File: config.mk
export PLATFORM = sky130hd
export DESIGN_NAME = fifo_mport
export DESIGN_NICKNAME = d
export VERILOG_FILES = /design/src/rtl/fifo_mport_pkg.sv /design/src/rtl/fifo_lane_compactor.sv /design/src/rtl/fifo_mport.sv
export SDC_FILE = /design/constraint.sdc
export NUM_CORES = 1
export LEC_CHECK = 0
export CAP_MARGIN = 10
export CORE_ASPECT_RATIO = 0.5
export CORE_UTILIZATION = 50
export DETAILED_ROUTE_END_ITERATION = 7
export GPL_ROUTABILITY_DRIVEN = 0
export MAX_ROUTING_LAYER = met4
export PLACE_DENSITY = 0.68
export SETUP_SLACK_MARGIN = 0.1
export SLEW_MARGIN = 20
export SYNTH_ARGS = -nofsm -noshare
export SYNTH_HDL_FRONTEND = slang
export SYNTH_SLANG_ARGS = --single-unit
File: constraint.sdc
create_clock -name clk -period 7.3 [get_ports clk]
set_input_delay 0.73 -clock clk [delete_from_list [all_inputs] [get_ports clk]]
set_output_delay 0.73 -clock clk [all_outputs]
set_load 0.02 [all_outputs]
File: src/rtl/fifo_mport_pkg.sv
// Shared types and helpers for the multi-port FIFO: lane popcount, the
// leading-ones run used to size a dequeue, and pointer/count width helpers.
package fifo_mport_pkg;

    localparam int unsigned MaxLanes = 32;

    typedef logic [MaxLanes-1:0]            lane_vec_t;
    typedef logic [$clog2(MaxLanes+1)-1:0]  lane_cnt_t;

    function automatic lane_cnt_t popcount(input lane_vec_t v);
        lane_cnt_t n;
        n = '0;
        for (int i = 0; i < MaxLanes; i++) begin
            n = n + lane_cnt_t'(v[i]);
        end
        return n;
    endfunction

    // Length of the unbroken run of ones starting at bit 0.
    function automatic lane_cnt_t ones_run(input lane_vec_t v);
        lane_cnt_t n;
        logic      run;
        n   = '0;
        run = 1'b1;
        for (int i = 0; i < MaxLanes; i++) begin
            run = run & v[i];
            n   = n + lane_cnt_t'(run);
        end
        return n;
    endfunction

    function automatic int unsigned ptr_width(input int unsigned depth);
        return (depth > 1) ? $clog2(depth) : 1;
    endfunction

    function automatic int unsigned cnt_width(input int unsigned depth);
        return $clog2(depth + 1);
    endfunction

endpackage

File: src/rtl/fifo_lane_compactor.sv
// Combinational lane compactor: gives each enabled enqueue lane its slot
// offset from tail (ascending lane order) and the total number enabled.
module fifo_lane_compactor
    import fifo_mport_pkg::*;
#(
    parameter int unsigned N_IN = 2
) (
    input  logic      [N_IN-1:0] i_en,
    output lane_cnt_t [N_IN-1:0] o_offset,
    output logic      [N_IN-1:0] o_valid,
    output lane_cnt_t            o_n_enq
);

    always_comb begin
        lane_cnt_t w_run;
        w_run = '0;
        for (int i = 0; i < N_IN; i++) begin
            o_offset[i] = w_run;
            w_run       = w_run + lane_cnt_t'(i_en[i]);
        end
    end

    assign o_valid = i_en;
    assign o_n_enq = popcount(lane_vec_t'(i_en));

endmodule

File: src/rtl/fifo_mport.sv
// Multi-port FIFO with N_IN enqueue and N_OUT dequeue lanes, count-based full/empty.
// Optional statistics ports (drop_cnt, hwm) are built when FIFO_MPORT_STATS_EN is defined.
module fifo_mport
    import fifo_mport_pkg::*;
#(
    parameter int unsigned DWIDTH = 32,
    parameter int unsigned DEPTH  = 16,
    parameter int unsigned N_IN   = 2,
    parameter int unsigned N_OUT  = 2
) (
    input  logic                       clk,
    input  logic                       rst_n,
    input  logic [N_IN-1:0]            in_en,
    input  logic [N_IN*DWIDTH-1:0]     in_data,
    output logic                       in_ready,
    input  logic [N_OUT-1:0]           out_deq_en,
    output logic [N_OUT-1:0]           out_valid,
    output logic [N_OUT*DWIDTH-1:0]    out_data,
    output logic [$clog2(DEPTH+1)-1:0] count,
    output logic                       empty,
    output logic                       full
`ifdef FIFO_MPORT_STATS_EN
    ,
    output logic [15:0]                drop_cnt,
    output logic [$clog2(DEPTH+1)-1:0] hwm
`endif
);

    localparam int unsigned PW = ptr_width(DEPTH);
    localparam int unsigned CW = cnt_width(DEPTH);

    if (((DEPTH & (DEPTH - 1)) != 0) || (DEPTH < N_IN) || (DEPTH < N_OUT) ||
        (N_IN < 1) || (N_OUT < 1) || (N_IN > MaxLanes) || (N_OUT > MaxLanes)) begin : g_bad_cfg
        $fatal(1, "fifo_mport: DEPTH must be a power of two >= N_IN and N_OUT");
    end

    logic [DWIDTH-1:0] r_mem [DEPTH];
    logic [PW-1:0]     r_head;
    logic [PW-1:0]     r_tail;
    logic [CW-1:0]     r_count;

    lane_cnt_t [N_IN-1:0] w_offset;
    logic      [N_IN-1:0] w_lane_valid;
    lane_cnt_t            w_n_enq;
    lane_cnt_t            w_n_enq_fired;
    lane_cnt_t            w_n_deq;
    logic      [N_OUT-1:0] w_deq_mask;
    logic      [CW-1:0]   w_count_d;
    logic      [PW-1:0]   w_waddr [N_IN];
    logic      [DEPTH-1:0] w_we;
    logic      [DWIDTH-1:0] w_wd [DEPTH];

    fifo_lane_compactor #(
        .N_IN (N_IN)
    ) u_compactor (
        .i_en     (in_en),
        .o_offset (w_offset),
        .o_valid  (w_lane_valid),
        .o_n_enq  (w_n_enq)
    );

    // Status depends only on registered state, never on same-cycle requests.
    assign in_ready = (r_count <= CW'(DEPTH - N_IN));
    assign empty    = (r_count == '0);
    assign full     = (r_count == CW'(DEPTH));
    assign count    = r_count;

    always_comb begin
        for (int k = 0; k < N_OUT; k++) begin
            out_valid[k]                   = (r_count > CW'(k));
            out_data[k*DWIDTH +: DWIDTH]   = r_mem[r_head + PW'(k)];
        end
    end

    assign w_deq_mask    = out_deq_en & out_valid;
    assign w_n_deq       = ones_run(lane_vec_t'(w_deq_mask));
    assign w_n_enq_fired = in_ready ? w_n_enq : '0;
    assign w_count_d     = r_count + CW'(w_n_enq_fired) - CW'(w_n_deq);

    always_comb begin
        for (int i = 0; i < N_IN; i++) begin
            w_waddr[i] = r_tail + PW'(w_offset[i]);
        end
        for (int e = 0; e < DEPTH; e++) begin
            w_we[e] = 1'b0;
            w_wd[e] = '0;
        end
        for (int i = 0; i < N_IN; i++) begin
            if (in_ready && w_lane_valid[i]) begin
                w_we[w_waddr[i]] = 1'b1;
                w_wd[w_waddr[i]] = in_data[i*DWIDTH +: DWIDTH];
            end
        end
    end

    always_ff @(posedge clk or negedge rst_n) begin
        if (!rst_n) begin
            for (int e = 0; e < DEPTH; e++) begin
                r_mem[e] <= '0;
            end
        end else begin
            for (int e = 0; e < DEPTH; e++) begin
                if (w_we[e]) begin
                    r_mem[e] <= w_wd[e];
                end
            end
        end
    end

    always_ff @(posedge clk or negedge rst_n) begin
        if (!rst_n) begin
            r_head  <= '0;
            r_tail  <= '0;
            r_count <= '0;
        end else begin
            r_head  <= r_head + PW'(w_n_deq);
            r_tail  <= r_tail + PW'(w_n_enq_fired);
            r_count <= w_count_d;
        end
    end

`ifdef FIFO_MPORT_STATS_EN
    logic [15:0]   r_drop_cnt;
    logic [CW-1:0] r_hwm;
    logic [16:0]   w_drop_sum;

    assign w_drop_sum = {1'b0, r_drop_cnt} + 17'(popcount(lane_vec_t'(in_en)));

    always_ff @(posedge clk or negedge rst_n) begin
        if (!rst_n) begin
            r_drop_cnt <= '0;
            r_hwm      <= '0;
        end else begin
            if (!in_ready) begin
                r_drop_cnt <= w_drop_sum[16] ? 16'hFFFF : w_drop_sum[15:0];
            end
            if (w_count_d > r_hwm) begin
                r_hwm <= w_count_d;
            end
        end
    end

    assign drop_cnt = r_drop_cnt;
    assign hwm      = r_hwm;
`endif

endmodule
==> out/results.tsv <==
stage	metric	value	unit
status	outcome	complete, no violations	
logic_synthesis	cell area after synthesis	35200	µm²
grt	grt total ovfl	0	
logic_synthesis	top_reg_cell synth	dfrtp_1	
logic_synthesis	area leader, netlist	dfrtp_1	
logic_synthesis	syn nets	2338	
worst_setup_path	CP Depth	5	
timing	Worst slew margin	22.7	%
power_and_ir_drop	Seq pwr share	27.2	%
drt	Vias per Instance	6.67	
power_and_ir_drop	Pleak	0.0168	µW
grt	first-pass GRT wire length	152000	µm
layout	area grow syn2layout	10.7	%
timing	Slew Viols, Final	0	
cts	clk root buf	clkbuf_16	
power_and_ir_drop	sw frac	35.6	%
logic_synthesis	register area share after synthesis	37.3	%
worst_setup_path	crit-path max FO	149	
timing	min cycle time layout	5.15	ns
logic_synthesis	Ys Warns	0	
grt	initial antenna violation count	2	
worst_setup_path	worst reg2reg path depth	8	
drt	total number of vias	21600	
place	Port Buf Inserts	143	
worst_setup_path	CP max stage cell	buf_4	
drt	TritonRoute pass-1 iters	7	
cts	clock transition at the registers of the reported paths	0.07	ns
die	Initial Utilization	50.8	%
cts	CTS Sinks	525	
timing	setup violators final	0	
die	die area	71600	µm²
cts	clock buffer depth	3	
worst_setup_path	CP Capture Type	output port	
drt	Final ANT Viol Nets	0	
logic_synthesis	Synth top area share	37.3	%
worst_setup_path	CP required	6.57	ns
logic_synthesis	Synth async-reset ratio	100	%
cts	total CTS buffers	53	
grt	GRT Overall Usage	29.9	%
timing	RSZ-0062 raised after global routing	false	
worst_setup_path	CP Cell Sequence	buf_12, buf_4, mux4_2, mux4_2, clkdlybuf4s50_1	
grt	vias in the first global route	21800	
logic_synthesis	#FFs+latches synth	525	
worst_hold_path	hold crit path type	input port to async pin	
drt	Post-Route WL	102000	µm
cts	CTS tree	yes	
timing	hold_ws	0.224	ns
worst_setup_path	Worst EP arrival	4.42	ns
drt	post-DR wirelength/cell	31.6	µm
logic_synthesis	number of synthesized flops with an enable pin	0	
cts	post-cts gate resize count	0	
die	IO Pins	144	
place	Setup WS pre-CTS	2.35	ns
timing	setup ws final	2.15	ns
layout	nets@finish	2335	
worst_setup_path	Largest stage delay, worst path	0.80	ns
timing	fmax	194	MHz
timing	Worst Tran Pin Value	1.16	ns
timing	setup_tns	0	ns
die	row count	68	
timing	worst-case clock skew	0.00982	ns
logic_synthesis	synth cell count leaders	mux2_2 (715), dfrtp_1 (525), mux4_2 (320)	
logic_synthesis	Synth area leaders	dfrtp_1 (37%), mux2_2 (23%), mux4_2 (20%)	
power_and_ir_drop	Net Switching	7320	µW
cts	worst-skew pair later-pin latency	0.63	ns
drt	Post-route DRC	0	
worst_setup_path	Crit path top cell by count	mux4_2	
cts	Setup Buffers After CTS	0	
power_and_ir_drop	PwrDens	528	nW/µm²
logic_synthesis	most frequent cell after synthesis	mux2_2	
worst_setup_path	Crit Path Class	flip-flop to output port	
worst_setup_path	crit path buf inv count	3	
worst_setup_path	Worst path top cell family by delay	buffers and inverters	
logic_synthesis	Gate Count Post-Synth	2246	
timing	Hold Violations, Final	0	
power_and_ir_drop	VDD IR max	0.000340	V
die	Core ar.	69300	µm²
layout	layout cells sized above 1	63.2	%
grt	largest net degree at the start of global routing	171	
power_and_ir_drop	share of total power in the clock network	15.0	%
logic_synthesis	number of distinct library cells after synthesis	48	
place	HPWL Detailed	54800	µm
timing	final period utilization	70.6	%
cts	H-tree depth	2	
power_and_ir_drop	Comb power frac	57.8	%
die	width of the die	377	µm
logic_synthesis	average cell area after synthesis	15.7	µm²
drt	Initial DRC Count	2183	
cts	CTS Hold Bufs	0	
job	max_cap viols	0	
power_and_ir_drop	Internal Power	13300	µW
worst_setup_path	crit path launch type	flip-flop	
die	die outline height	190	µm
## final cells by class
type,count,area [µm²]
multi-input cells,1466,20900
fillers,5460,30300
inverters,19,71.3
clock buffers,79,1620
flip-flops and latches,525,13200
diodes,2,5.00
well taps,945,1180
repair buffers,178,1820
clock inverters,21,314
## layer usage
layer | part of all wire [%] | global-route usage (%) | up-vias
li1 | - | - | 8742
met1 | 45 | 43.5 | 11800
met2 | 46 | 44.1 | 927
met3 | 7.1 | 4.82 | 139
met4 | 2.0 | 6.68 | 0
met5 | 0 | - | -
## power by group through the flow
stage | Clock (µW) | Combinational, µW | Sequential, µW
after floorplan | 0 | 8950 | 5040
after global placement | 0 | 11600 | 5580
after detailed placement | 0 | 11800 | 5640
after CTS | 3120 | 11900 | 5600
after global routing | 3240 | 12600 | 5750
final | 3090 | 11900 | 5600
## cell usage in the layout (no fill, tap or decap), drive strengths merged, types with 10 or more instances in the layout
master / netlist / routed
nand3: 19 / 19
mux4: 320 / 320
clkinv: 0 / 10
clkbuf: 90 / 79
nand2: 17 / 17
mux2i: 31 / 31
ha: 18 / 18
dfrtp: 525 / 525
inv: 19 / 20
mux2: 992 / 992
buf: 146 / 36
clkdlybuf4s50: 0 / 142
nor2: 15 / 15
## final timing paths
| path | end | slack [ns] | start |
|---|---|---|---|
| min in group clk | r_mem[149] | 0.59 | r_mem[149] |
| max reg2reg | r_mem[12] | 3.42 | count[4] |
| max | out_data[50] | 2.15 | r_head[0] |
| min reg2reg | r_mem[149] | 0.59 | r_mem[149] |
| min | r_mem[128] | 0.22 | rst_n |
| max in group asynchronous | r_mem[331] | 5.49 | rst_n |
## per-stage QoR
stage	area, µm²	instances	utilization [%]	total power, µW
global placement	37000	3129	53.3	17200
floorplan	35200	2246	-	14000
detailed placement	37000	3129	53.3	17400
finish	39000	3235	56.3	20600
CTS	38900	3229	56.1	20600
global route	39000	3235	56.3	21600
## cells by family after synthesis
logic type | after synthesis | synth area share [%]
flops | 525 | 37.3
fa+ha+maj | 22 | 0.867
simple gates | 75 | 1.75
mux | 1343 | 55.5
xor+xnor | 9 | 0.224
buf+inv | 255 | 3.97
compound gates | 17 | 0.373
## sequential cells by signal, indices dropped and copies added (netlist names)
register,flops
r_mem,512
r_head,4
count,5
r_tail,4
No activity file was read; power rests on OpenSTA's default activity.
==> edit (same flow settings) <==
`N_OUT`: 2 -> 4.
--- a/src/rtl/fifo_mport.sv
+++ b/src/rtl/fifo_mport.sv
@@ -8,3 +8,3 @@
     parameter int unsigned N_IN   = 2,
-    parameter int unsigned N_OUT  = 2
+    parameter int unsigned N_OUT  = 4
 ) (
Interface: changed (resized out_data, out_deq_en and out_valid); port bits go from 144 to 212. The function was not compared with the original's and may differ.
==> edit against the unedited design <==
- final area rose by 16%
- wire length rose by 26%
- hold slack got worse by 93 ps
- worst setup slack got worse by 310 ps
- sequential cell count did not move
- critical path depth did not move
- synthesized cell count rose by 31%
- register-to-register slack got worse by 570 ps
- area after synthesis rose by 16%
- highest routed layer unchanged
Power is not shown: default switching activity piles up to over one toggle a cycle in this logic, so the estimate is an artifact.
==> edit: results (changes against the unedited design) <==
[clock_tree]
clk_pin_slew_ps = 70  ; about the same
cts_buffers = 54  ; +1.9%

[yosys]
synth_area_leaders = mux4_2 35%, dfrtp_1 32%, mux2_2 12%
async_flop_share_pct = 100  ; unchanged
syn_area_per_cell_um2 = 13.9  ; -11%
ys_seq_area_share_pct = 32.2  ; -5.1 points
synth_top_flop_cell = dfrtp_1
netlist_top_cells_count = 640 x mux4_2, 525 x dfrtp_1, 433 x mux2_2
synthDistinctLibCells = 42  ; -13%
yosysWarnings = 0  ; unchanged

[route]
via_count = 29100  ; +35%
drt_wl_total_um = 129000  ; +26%
drt_iter0_drc = 3878  ; +78%
wl_per_cell_um = 31.9  ; +0.82%
drt_pass1_iterations = 5  ; -2

[global_routing]
grt_pass1_wl_um = 192000  ; +26%
grt_max_degree = 161  ; -5.8%
antenna_found_initial = 2  ; unchanged
grt_usage_pct = 32.5  ; +2.6 points
grt_pass1_vias = 28400  ; +30%

[final_layout]
largest_reg_flops = 512  ; unchanged
drive_above_1_share_pct = 42.5  ; -21 points
nFillCells = 6328  ; +16%
finalNetCount = 3010  ; +29%

[placement]
port_buffers = 211  ; +48%
dpl_cell_area_um2 = 43600  ; +18%
hpwl_um = 69800  ; +27%
place_worst_setup_slack_ps = 2430  ; +74.4 ps
place_inst = 3942  ; +26%

[min_path]
hold_class = input pin to asynchronous set/reset pin

[worst_setup_path]
worst-path-max-fanout = 119  ; -20%
cp.arrival_ps = 4730  ; +310 ps

[outcome]
status = finished clean

[sta]
max_slew_margin_pct = 21.1  ; -1.5 points
fin_worst_skew_ps = 22.0  ; +12.2 ps

edit: area by class of cell:
class	count	area (um^2)	share of cell area, %
Antenna cell	2	5.00	0.0110
Clock buffer	77	1590	3.50
Clock inverter	21	225	0.496
Inverter	21	78.8	0.174
Multi-Input combinational cell	2060	26500	58.3
Sequential cell	525	13200	29.0
Tap cell	1087	1360	2.99
Timing Repair Buffer	249	2550	5.61
edit: critical path: stages (launching register included):
cell and delay (ps):
dfrtp_4 770, buf_12 600, buf_4 840, mux4_2 620
mux4_2 500, clkdlybuf4s50_1 570
edit: logic make-up after synthesis:
logic type / count (synthesis) / synth area share (%)
flops: 525 / 32.2
fa+ha+maj: 27 / 0.902
xor+xnor: 12 / 0.258
compound gates: 283 / 3.79
simple gates: 329 / 3.35
buf+inv: 351 / 3.65
mux: 1409 / 55.8
edit: final timing paths:
path / start / cells after the start / slack [ps] / to
max: r_head[0]$_DFF_PN0_ / 5 / 1840 / out_data[42]
min: rst_n / 1 / 130 / r_mem[62]$_DFFE_PN0P_
max reg2reg: count[4]$_DFF_PN0_ / 7 / 2850 / r_mem[429]$_DFFE_PN0P_
min reg2reg: r_tail[0]$_DFF_PN0_ / 1 / 610 / r_tail[0]$_DFF_PN0_
max in group asynchronous: rst_n / 2 / 5700 / r_mem[11]$_DFFE_PN0P_
min in group clk: r_tail[0]$_DFF_PN0_ / 1 / 610 / r_tail[0]$_DFF_PN0_
edit: routing by layer:
| metal | wire, um | track usage (%) | vias to the layer above |
|---|---|---|---|
| met1 | 49800 | 44.1 | 15200 |
| met2 | 60800 | 48.9 | 1884 |
| met5 | 0 | - | - |
| li1 | - | - | 11600 |
| met3 | 13500 | 6.95 | 305 |
| met4 | 4870 | 11.0 | 0 |
